`src/rtl/tlb_array.sv`:
```
// Fully-associative joint TLB (paired even/odd pages): fetch search port, CP0 read/write port, TLBP probe engine.
// Optional: define TLB_PERF_CNT_EN to add s0_lookup_valid / s0_miss_cnt (s0 miss counter).
module tlb_array #(
    parameter int TLBNUM = 16,
    parameter int IDXW   = 4
) (
    input  logic            clk,
    input  logic            reset,
    input  logic [18:0]     s0_vpn2,
    input  logic            s0_odd_page,
    input  logic [7:0]      s0_asid,
    output logic            s0_found,
    output logic [IDXW-1:0] s0_index,
    output logic [19:0]     s0_pfn,
    output logic [2:0]      s0_c,
    output logic            s0_d,
    output logic            s0_v,
`ifdef TLB_PERF_CNT_EN
    input  logic            s0_lookup_valid,
    output logic [31:0]     s0_miss_cnt,
`endif
    input  logic            we,
    input  logic [IDXW-1:0] w_index,
    input  logic [77:0]     w_entry,
    input  logic [IDXW-1:0] r_index,
    output logic [77:0]     r_entry,
    input  logic            p_req,
    input  logic [18:0]     p_vpn2,
    input  logic [7:0]      p_asid,
    output logic            p_ready,
    output logic            p_done,
    output logic            p_found,
    output logic [IDXW-1:0] p_index
);

    typedef struct packed {
        logic [18:0] vpn2;
        logic [7:0]  asid;
        logic        g;
        logic [19:0] pfn0;
        logic [2:0]  c0;
        logic        d0;
        logic        v0;
        logic [19:0] pfn1;
        logic [2:0]  c1;
        logic        d1;
        logic        v1;
    } tlb_entry_t;

    typedef enum logic [1:0] {
        P_IDLE,
        P_LOOKUP,
        P_DONE
    } probe_state_t;

    tlb_entry_t        tlb_mem [TLBNUM];
    logic [TLBNUM-1:0] s0_match;
    logic [TLBNUM-1:0] p_match;
    tlb_entry_t        s0_sel;
    logic [18:0]       key_vpn2;
    logic [7:0]        key_asid;
    probe_state_t      p_state;
    probe_state_t      p_state_nxt;
    logic              p_accept;

    // Lowest matching index wins so duplicate entries resolve deterministically.
    function automatic logic [IDXW:0] first_hit(input logic [TLBNUM-1:0] match);
        logic [IDXW:0] res;
        res = '0;
        for (int unsigned i = 0; i < TLBNUM; i++) begin
            if (match[i] && !res[IDXW]) begin
                res = {1'b1, IDXW'(i)};
            end
        end
        return res;
    endfunction

    always_ff @(posedge clk or posedge reset) begin
        if (reset) begin
            for (int unsigned i = 0; i < TLBNUM; i++) begin
                tlb_mem[i] <= '0;
            end
        end else if (we) begin
            tlb_mem[w_index] <= tlb_entry_t'(w_entry);
        end
    end

    assign r_entry = tlb_mem[r_index];

    always_comb begin
        s0_match = '0;
        p_match  = '0;
        for (int unsigned i = 0; i < TLBNUM; i++) begin
            s0_match[i] = (tlb_mem[i].vpn2 == s0_vpn2) &&
                          (tlb_mem[i].g || (tlb_mem[i].asid == s0_asid));
            p_match[i]  = (tlb_mem[i].vpn2 == key_vpn2) &&
                          (tlb_mem[i].g || (tlb_mem[i].asid == key_asid));
        end
    end

    always_comb begin
        {s0_found, s0_index} = first_hit(s0_match);
        s0_sel = tlb_mem[s0_index];
        s0_pfn = '0;
        s0_c   = '0;
        s0_d   = 1'b0;
        s0_v   = 1'b0;
        if (s0_found) begin
            s0_pfn = s0_odd_page ? s0_sel.pfn1 : s0_sel.pfn0;
            s0_c   = s0_odd_page ? s0_sel.c1   : s0_sel.c0;
            s0_d   = s0_odd_page ? s0_sel.d1   : s0_sel.d0;
            s0_v   = s0_odd_page ? s0_sel.v1   : s0_sel.v0;
        end
    end

`ifdef TLB_PERF_CNT_EN
    always_ff @(posedge clk or posedge reset) begin
        if (reset) begin
            s0_miss_cnt <= '0;
        end else if (s0_lookup_valid && !s0_found) begin
            s0_miss_cnt <= s0_miss_cnt + 32'd1;
        end
    end
`endif

    always_comb begin
        p_state_nxt = p_state;
        p_ready     = 1'b0;
        p_done      = 1'b0;
        p_accept    = 1'b0;
        case (p_state)
            P_IDLE: begin
                p_ready = 1'b1;
                if (p_req) begin
                    p_accept    = 1'b1;
                    p_state_nxt = P_LOOKUP;
                end
            end
            P_LOOKUP: p_state_nxt = P_DONE;
            P_DONE: begin
                p_done      = 1'b1;
                p_state_nxt = P_IDLE;
            end
            default: p_state_nxt = P_IDLE;
        endcase
    end

    always_ff @(posedge clk or posedge reset) begin
        if (reset) begin
            p_state  <= P_IDLE;
            key_vpn2 <= '0;
            key_asid <= '0;
            p_found  <= 1'b0;
            p_index  <= '0;
        end else begin
            p_state <= p_state_nxt;
            if (p_accept) begin
                key_vpn2 <= p_vpn2;
                key_asid <= p_asid;
            end
            // Result registers only move on LOOKUP, so they hold until the next probe completes.
            if (p_state == P_LOOKUP) begin
                {p_found, p_index} <= first_hit(p_match);
            end
        end
    end

endmodule
```
`config.mk`:
```
export PLATFORM = sky130hd
export DESIGN_NAME = tlb_array
export DESIGN_NICKNAME = d
export VERILOG_FILES = /design/src/rtl/tlb_array.sv
export SDC_FILE = /design/constraint.sdc
export NUM_CORES = 2
export LEC_CHECK = 0
export ABC_AREA = 0
export BUFFER_PORTS_ARGS = -buffer_cell sky130_fd_sc_hd__buf_2
export CAP_MARGIN = 20
export CORE_UTILIZATION = 56
export DETAILED_ROUTE_END_ITERATION = 10
export PLACE_DENSITY_LB_ADDON = 0.1
export SLEW_MARGIN = 15
export SYNTH_ARGS = -nofsm -noshare
export SYNTH_HDL_FRONTEND = slang
export SYNTH_SLANG_ARGS = --single-unit
```
`constraint.sdc`:
```
create_clock -name clk -period 57.3 [get_ports clk]
set_input_delay 8.595 -clock clk [delete_from_list [all_inputs] [get_ports clk]]
set_output_delay 8.595 -clock clk [all_outputs]
set_load 0.005 [all_outputs]
```
Yosys cells after proc, flatten, opt, wreduce, memory -nomap -nowiden. Index checks and enable logic that the tools add are counted.

Register bits: 1282. Bits of input ports: 145. Word-level logic and storage cells: 451.

Magnitude comparators: 4. Equal/unequal tests: 67. Multiplexer cells: 70. Bitwise logic cells: 3. Reduce and logical (&&, ||, !) cells: 126.

Operators by type and width (count): $bwmux 1248 (1); $bmux 78 s4 (2); $eq 19x19->1 (32); $demux 78 s4 (1); $eq 8x8->1 (32); $mux 5 (47); $mux 78 (3); $mux 50 (2); $logic_and 1x1->1 (63); $mux 20 (2); $logic_or 1x1->1 (32); $logic_not 1->1 (30); $ge 5x5->1 const B (3); $not 4->5 (3); $mux 1 (8); $mux 3 (2); $lt 5x1->1 const B (1); $pmux 2 s2 (1); $eq 2x1->1 const B (1); $eq 2x2->1 const B (1); $logic_not 2->1 (1); $mux 2 (1); $ne 2x2->1 const B (1).

Logic depth before layout (Yosys ltp).
Depth in word-level cells: 64. Gate-level depth with buffers: 16. Mapped depth without buffers: 12.

Worst setup path after synthesis. No wires, ideal clock.

Path type: input-to-output. Start point: input port s0_asid[6]. End point: output port s0_pfn[10]. Data arrival time: 11.811 ns. Data required time: 48.705 ns. Slack: 36.894 ns. Cell stages on the path: 16. Buffers on the path: 4. Cell sequence: buf_2 buf_4 xor2_1 nor4_1 a21oi_1 or4_1 a21oi_1 nor4_1 a311oi_2 buf_4 buf_2 mux2i_1 o22ai_1 or3_1 o31ai_1 o32ai_1.

Word-level cells in the longest chain between the ends: 55. Elaborated cells between the ends (all ways): 100. Those cells by class: eq/ne (16); mux (21); bitwise (1); reduce/logical (62).

RTL lines: from (decl) (line 11) `input logic [7:0] s0_asid,`; $eq 8x8->1 (line 95) `(tlb_mem[i].g || (tlb_mem[i].asid == s0_asid));`; $logic_or 1x1->1 (line 95); $logic_and 1x1->1 (line 94) `s0_match[i] = (tlb_mem[i].vpn2 == s0_vpn2) &&`; $mux 5 (line 71) `if (match[i] && !res[IDXW]) begin`; $logic_not 1->1 (line 71); $logic_and 1x1->1 (line 71); $mux 5 (line 71); $logic_not 1->1 (line 71); [38 not listed]; $logic_not 1->1 (line 71); $logic_and 1x1->1 (line 71); $mux 5 (*) (line 71); $not 4->5 (not written as such) (line 103) `s0_sel = tlb_mem[s0_index];`; $bmux 78 s4 (line 103); $mux 50 (not written as such) (2 in a row) (line 103); $mux 20 (line 109) `s0_pfn = s0_odd_page ? s0_sel.pfn1 : s0_sel.pfn0;`; $mux 20 (*) (line 108) `if (s0_found) begin`; to (decl) (line 14) `output logic [19:0] s0_pfn,`.

Mark *: on every way between the ends. The rest lies on a longest branch, timed or not. The select of a mux whose other input is x is not followed.

Worst setup path in the final report.
Start point: input port s0_vpn2[13]. End point: output port s0_pfn[5].

Word-level cells in the longest chain between the ends: 54. Elaborated cells between the ends (all ways): 84. Those cells by class: eq/ne (16); mux (21); bitwise (1); reduce/logical (46).

RTL lines: from (decl) (line 9) `input logic [18:0] s0_vpn2,`; $eq 19x19->1 (line 94); $logic_and 1x1->1 (line 94); $mux 5 (line 71); $logic_not 1->1 (line 71); $logic_and 1x1->1 (line 71); $mux 5 (line 71); $logic_not 1->1 (line 71); $logic_and 1x1->1 (line 71); [37 not listed]; $logic_not 1->1 (line 71); $logic_and 1x1->1 (line 71); $mux 5 (*) (line 71); $not 4->5 (not written as such) (line 103); $bmux 78 s4 (line 103); $mux 50 (not written as such) (2 in a row) (line 103); $mux 20 (line 109); $mux 20 (*) (line 108).

Marked as above.

==> results_tabular.tex <==
\begin{tabular}{lr}
\hline
Metric & Value \\
\hline
\multicolumn{2}{l}{\textbf{Outcome}} \\
\quad Result of the run & complete, no violations \\
\multicolumn{2}{l}{\textbf{Pwr}} \\
\quad Net switching share of the total power & 0.325 \\
\quad Clock network fraction of design power & 0.318 \\
\quad Logic gate share of total power & 0.254 \\
\quad Static leakage & 0.0363 uW \\
\quad Reg power frac & 0.428 \\
\quad Sw power & 1050 uW \\
\quad Design internal power & 2170 uW \\
\quad VDD IR max & 0.0379 mV \\
\quad Power per unit of standard cell area & 39.5 nW/um2 \\
\multicolumn{2}{l}{\textbf{Clocking}} \\
\quad Number of post-CTS setup repair buffers & 0 \\
\quad TritonCTS clock tree & built \\
\quad Source-to-sink clock delay at the later pin of the worst-skew pair & 790 ps \\
\quad CTS resizes & 0 \\
\quad Hold-fix buffers at CTS & 0 \\
\quad Clock Pin Slew Worst Setup and Hold Paths & 60 ps \\
\quad Clock tree root driver cell & sky130\_fd\_sc\_hd\_\_clkbuf\_16 \\
\quad Longest Clk Path Bufs & 3 \\
\quad Clock sink count & 1282 \\
\quad H-tree levels & 4 \\
\quad TritonCTS buffer count & 144 \\
\multicolumn{2}{l}{\textbf{Finish}} \\
\quad Summed area of non-filler cells in the final layout & 81400 um2 \\
\quad Leading cell type in the layout, fill and taps excluded & sky130\_fd\_sc\_hd\_\_dfrtp\_1 \\
\quad Commonest cells after routing, fill and taps aside & sky130\_fd\_sc\_hd\_\_dfrtp\_1, sky130\_fd\_sc\_hd\_\_mux2\_2, sky130\_fd\_sc\_hd\_\_xor2\_1, sky130\_fd\_sc\_hd\_\_mux4\_2, sky130\_fd\_sc\_hd\_\_mux2i\_1 \\
\quad Fraction of final layout cells with drive strength greater than 1 & 0.400 \\
\quad \# nets final & 5830 \\
\quad P\&R area growth vs syn & 10.3\% \\
\multicolumn{2}{l}{\textbf{Synth}} \\
\quad Top FF cell, synth & sky130\_fd\_sc\_hd\_\_dfrtp\_1 \\
\quad Cell accounting for the most synthesized area & sky130\_fd\_sc\_hd\_\_dfrtp\_1 \\
\quad Xor/xnor cell area share of the yosys netlist & 0.103 \\
\quad Mapped Avg Cell Area & 12.9 um2 \\
\quad Largest cells by area after synthesis & sky130\_fd\_sc\_hd\_\_dfrtp\_1, sky130\_fd\_sc\_hd\_\_mux2\_2, sky130\_fd\_sc\_hd\_\_mux4\_2 \\
\quad Summed instance area of the synthesized netlist & 73800 um2 \\
\quad Share of synthesized registers carrying an async set or reset & 1.00 \\
\quad Adder-cell area share of the yosys netlist & 0 \\
\quad Warnings from Yosys & 0 \\
\quad Part of the Yosys area used for sequential elements & 0.435 \\
\quad Fraction of synthesized area in multiplexers & 0.354 \\
\quad Post-synthesis cell count & 5701 \\
\quad Post-synthesis simple-gate area fraction & 0.0452 \\
\quad Compound-Gate Fraction of Synth Area & 0.0326 \\
\quad Number of nets produced by synthesis & 5846 \\
\quad Dominant combinational cell family by area after synthesis & multiplexers \\
\quad Count of flip-flops with a built-in enable after synthesis & 0 \\
\quad Share of Yosys cell area claimed by the top area cell type & 0.435 \\
\quad Total of flip-flops plus latches after synthesis & 1282 \\
\quad Number of distinct library cells after synthesis & 46 \\
\multicolumn{2}{l}{\textbf{Routing}} \\
\quad Vias after detailed routing & 52000 \\
\quad Via count normalized by instance count & 6.88 \\
\quad Iter 0 DRT Violations & 6288 \\
\quad Final wirelength & 255000 um \\
\quad First-pass DRT Iterations & 6 \\
\quad Number of remaining DRC errors & 0 \\
\quad Detail Route Antenna Nets & 0 \\
\quad Wire per inst & 33.7 um \\
\multicolumn{2}{l}{\textbf{Critical path}} \\
\quad Crit path required time & 48710 ps \\
\quad Crit path kind & in -> out \\
\quad Launch point of the worst path & s0\_vpn2[13] \\
\quad Type of origin of the critical path & input port \\
\quad Arr. time, crit path & 15660 ps \\
\quad Maximum fanout along the worst path & 157 \\
\quad Type of destination of the critical path & primary output \\
\quad Reg-to-reg critical path startpoint & key\_asid[0] \\
\multicolumn{2}{l}{\textbf{STA}} \\
\quad \# setup viols final & 0 \\
\quad Setup repair after global routing missed its margin & false \\
\quad Final Slew Violations & 0 \\
\quad Transition at the pin with the smallest max-transition slack & 1200 ps \\
\quad Worst Clk Skew & 20.3 ps \\
\quad Time the final worst path needs with I/O delays and setup & 24250 ps \\
\quad TNS Setup & 0 ps \\
\quad Peak Freq & 0.0412 GHz \\
\quad Headroom to the max-slew limit & 0.192 \\
\quad Final clock period utilization by the worst path & 0.423 \\
\quad Hold Vio Cnt, Final & 0 \\
\quad Final worst-path setup slack & 33050 ps \\
\multicolumn{2}{l}{\textbf{Global route}} \\
\quad First-pass GRT wire length & 370000 um \\
\quad Residual overflow from global routing & 0 \\
\quad Pin count of the biggest net entering global routing & 160 \\
\quad Number of global-route vias before repair & 51600 \\
\quad Antenna violations before repair & 36 \\
\quad Global Route Usage Sum & 0.385 \\
\multicolumn{2}{l}{\textbf{Floorplanning}} \\
\quad Width of the chip & 365 um \\
\quad Starting utilization of the core area & 0.567 \\
\quad Die Outline Area & 133000 um2 \\
\quad Standard cell core area & 130000 um2 \\
\quad I/O pin cnt & 260 \\
\quad DIE HEIGHT & 365 um \\
\quad \# rows & 132 \\
\multicolumn{2}{l}{\textbf{Worst hold path}} \\
\quad Min-Delay Path Class & reg -> reg \\
\quad Launch point of the worst hold path & p\_index[3] \\
\multicolumn{2}{l}{\textbf{Placement}} \\
\quad Placed inst area & 76100 um2 \\
\quad Port Buffers & 259 \\
\quad RePlAce Congestion & 1.04 \\
\quad Post-Place Worst Slack & 33350 ps \\
\quad Detailed placer's ending HPWL & 156000 um \\
\multicolumn{2}{l}{\textbf{Run}} \\
\quad Number of maximum-capacitance constraint violations & 0 \\
\hline
\end{tabular}
## cell usage after synthesis, types with 81 or more instances
cell	number
sky130_fd_sc_hd__a21oi_1	141
sky130_fd_sc_hd__dfrtp_1	1282
sky130_fd_sc_hd__mux4_2	390
sky130_fd_sc_hd__xnor2_1	96
sky130_fd_sc_hd__buf_1	90
sky130_fd_sc_hd__mux2i_1	300
sky130_fd_sc_hd__o21ai_0	81
sky130_fd_sc_hd__nor4_1	198
sky130_fd_sc_hd__mux2_2	1275
sky130_fd_sc_hd__xor2_1	768
sky130_fd_sc_hd__o22ai_1	100
sky130_fd_sc_hd__nand2_1	213
sky130_fd_sc_hd__clkbuf_1	331
## power groups by stage
| stage | combinational [uW] | clock (uW) | sequential [uW] |
|---|---|---|---|
| 3_3_place_gp | 785 | 0 | 1370 |
| 5_1_grt | 867 | 1070 | 1390 |
| 2_1_floorplan | 602 | 0 | 1280 |
| 3_5_place_dp | 802 | 0 | 1370 |
| 4_1_cts | 806 | 1030 | 1360 |
| 6_report | 816 | 1020 | 1380 |
## per-layer routing
layer | vias to the layer above | wire [um] | track usage
met1 | 27600 | 108000 | 0.562
met2 | 2819 | 111000 | 0.555
met5 | - | 177 | 0
met3 | 515 | 27200 | 0.107
met4 | 30 | 8700 | 0.129
li1 | 20900 | - | -
## path summary, 6_finish.rpt
kind,to,slack (ps),depth (start not counted)
setup reg to reg,p_index[0],53180,10
hold reg to reg,p_index[3],510,2
hold / removal,p_index[3],510,2
setup / recovery,s0_pfn[5],33050,17
max in group asynchronous,tlb_mem[1189],45290,6
min in group asynchronous,key_asid[6],7920,2
## sequential cells by signal, summed over array words and instances (netlist names)
| name | flops |
|---|---|
| p_found | 1 |
| p_index | 4 |
| key_vpn2 | 19 |
| tlb_mem | 1248 |
| key_asid | 8 |
| p_state | 2 |
## per-stage QoR
stage	instances	hold WS (ps)	util	total power [uW]
after global routing	7549	534	0.625	3330
after detailed placement	7279	482	0.585	2180
after floorplan	5701	473	-	1880
after global placement	7278	458	0.585	2150
after CTS	7544	496	0.625	3200
final	7553	505	0.625	3210
## worst max-delay path: stages
cell and delay, ps:
sky130_fd_sc_hd__buf_2 600, sky130_fd_sc_hd__xor2_1 140, sky130_fd_sc_hd__nor4_1 370, sky130_fd_sc_hd__nand4_1 380, sky130_fd_sc_hd__or3_1 470, sky130_fd_sc_hd__o31ai_2 180, sky130_fd_sc_hd__nor2_1 290, sky130_fd_sc_hd__a311oi_4 260
sky130_fd_sc_hd__buf_4 560, sky130_fd_sc_hd__buf_4 680, sky130_fd_sc_hd__buf_12 740, sky130_fd_sc_hd__buf_4 870, sky130_fd_sc_hd__mux2i_1 160, sky130_fd_sc_hd__o22ai_1 180, sky130_fd_sc_hd__nor3_1 90, sky130_fd_sc_hd__o32ai_1 530
sky130_fd_sc_hd__buf_2 220
## kinds of logic (layout without fill, tap and decap cells)
group	count (synthesis)	after routing
DFF	1282	1282
muxes	1965	1965
buffers and inverters	530	633
AOI/OAI and AO/OA	413	413
and+or+nand+nor	647	647
xor gates and xnor gates	864	864
other	0	7
## cell type report
cell class / instances / area, um2
diodes: 7 / 17.5
clock buffers: 193 / 4200
clock inverters: 72 / 1040
fillers: 10300 / 48800
inverters: 5 / 26.3
multi-input cells: 3889 / 39700
flip-flops and latches: 1282 / 32100
well taps: 1742 / 2180
repair buffers: 363 / 2190
Note: power is estimated with default switching activity, not from simulation.
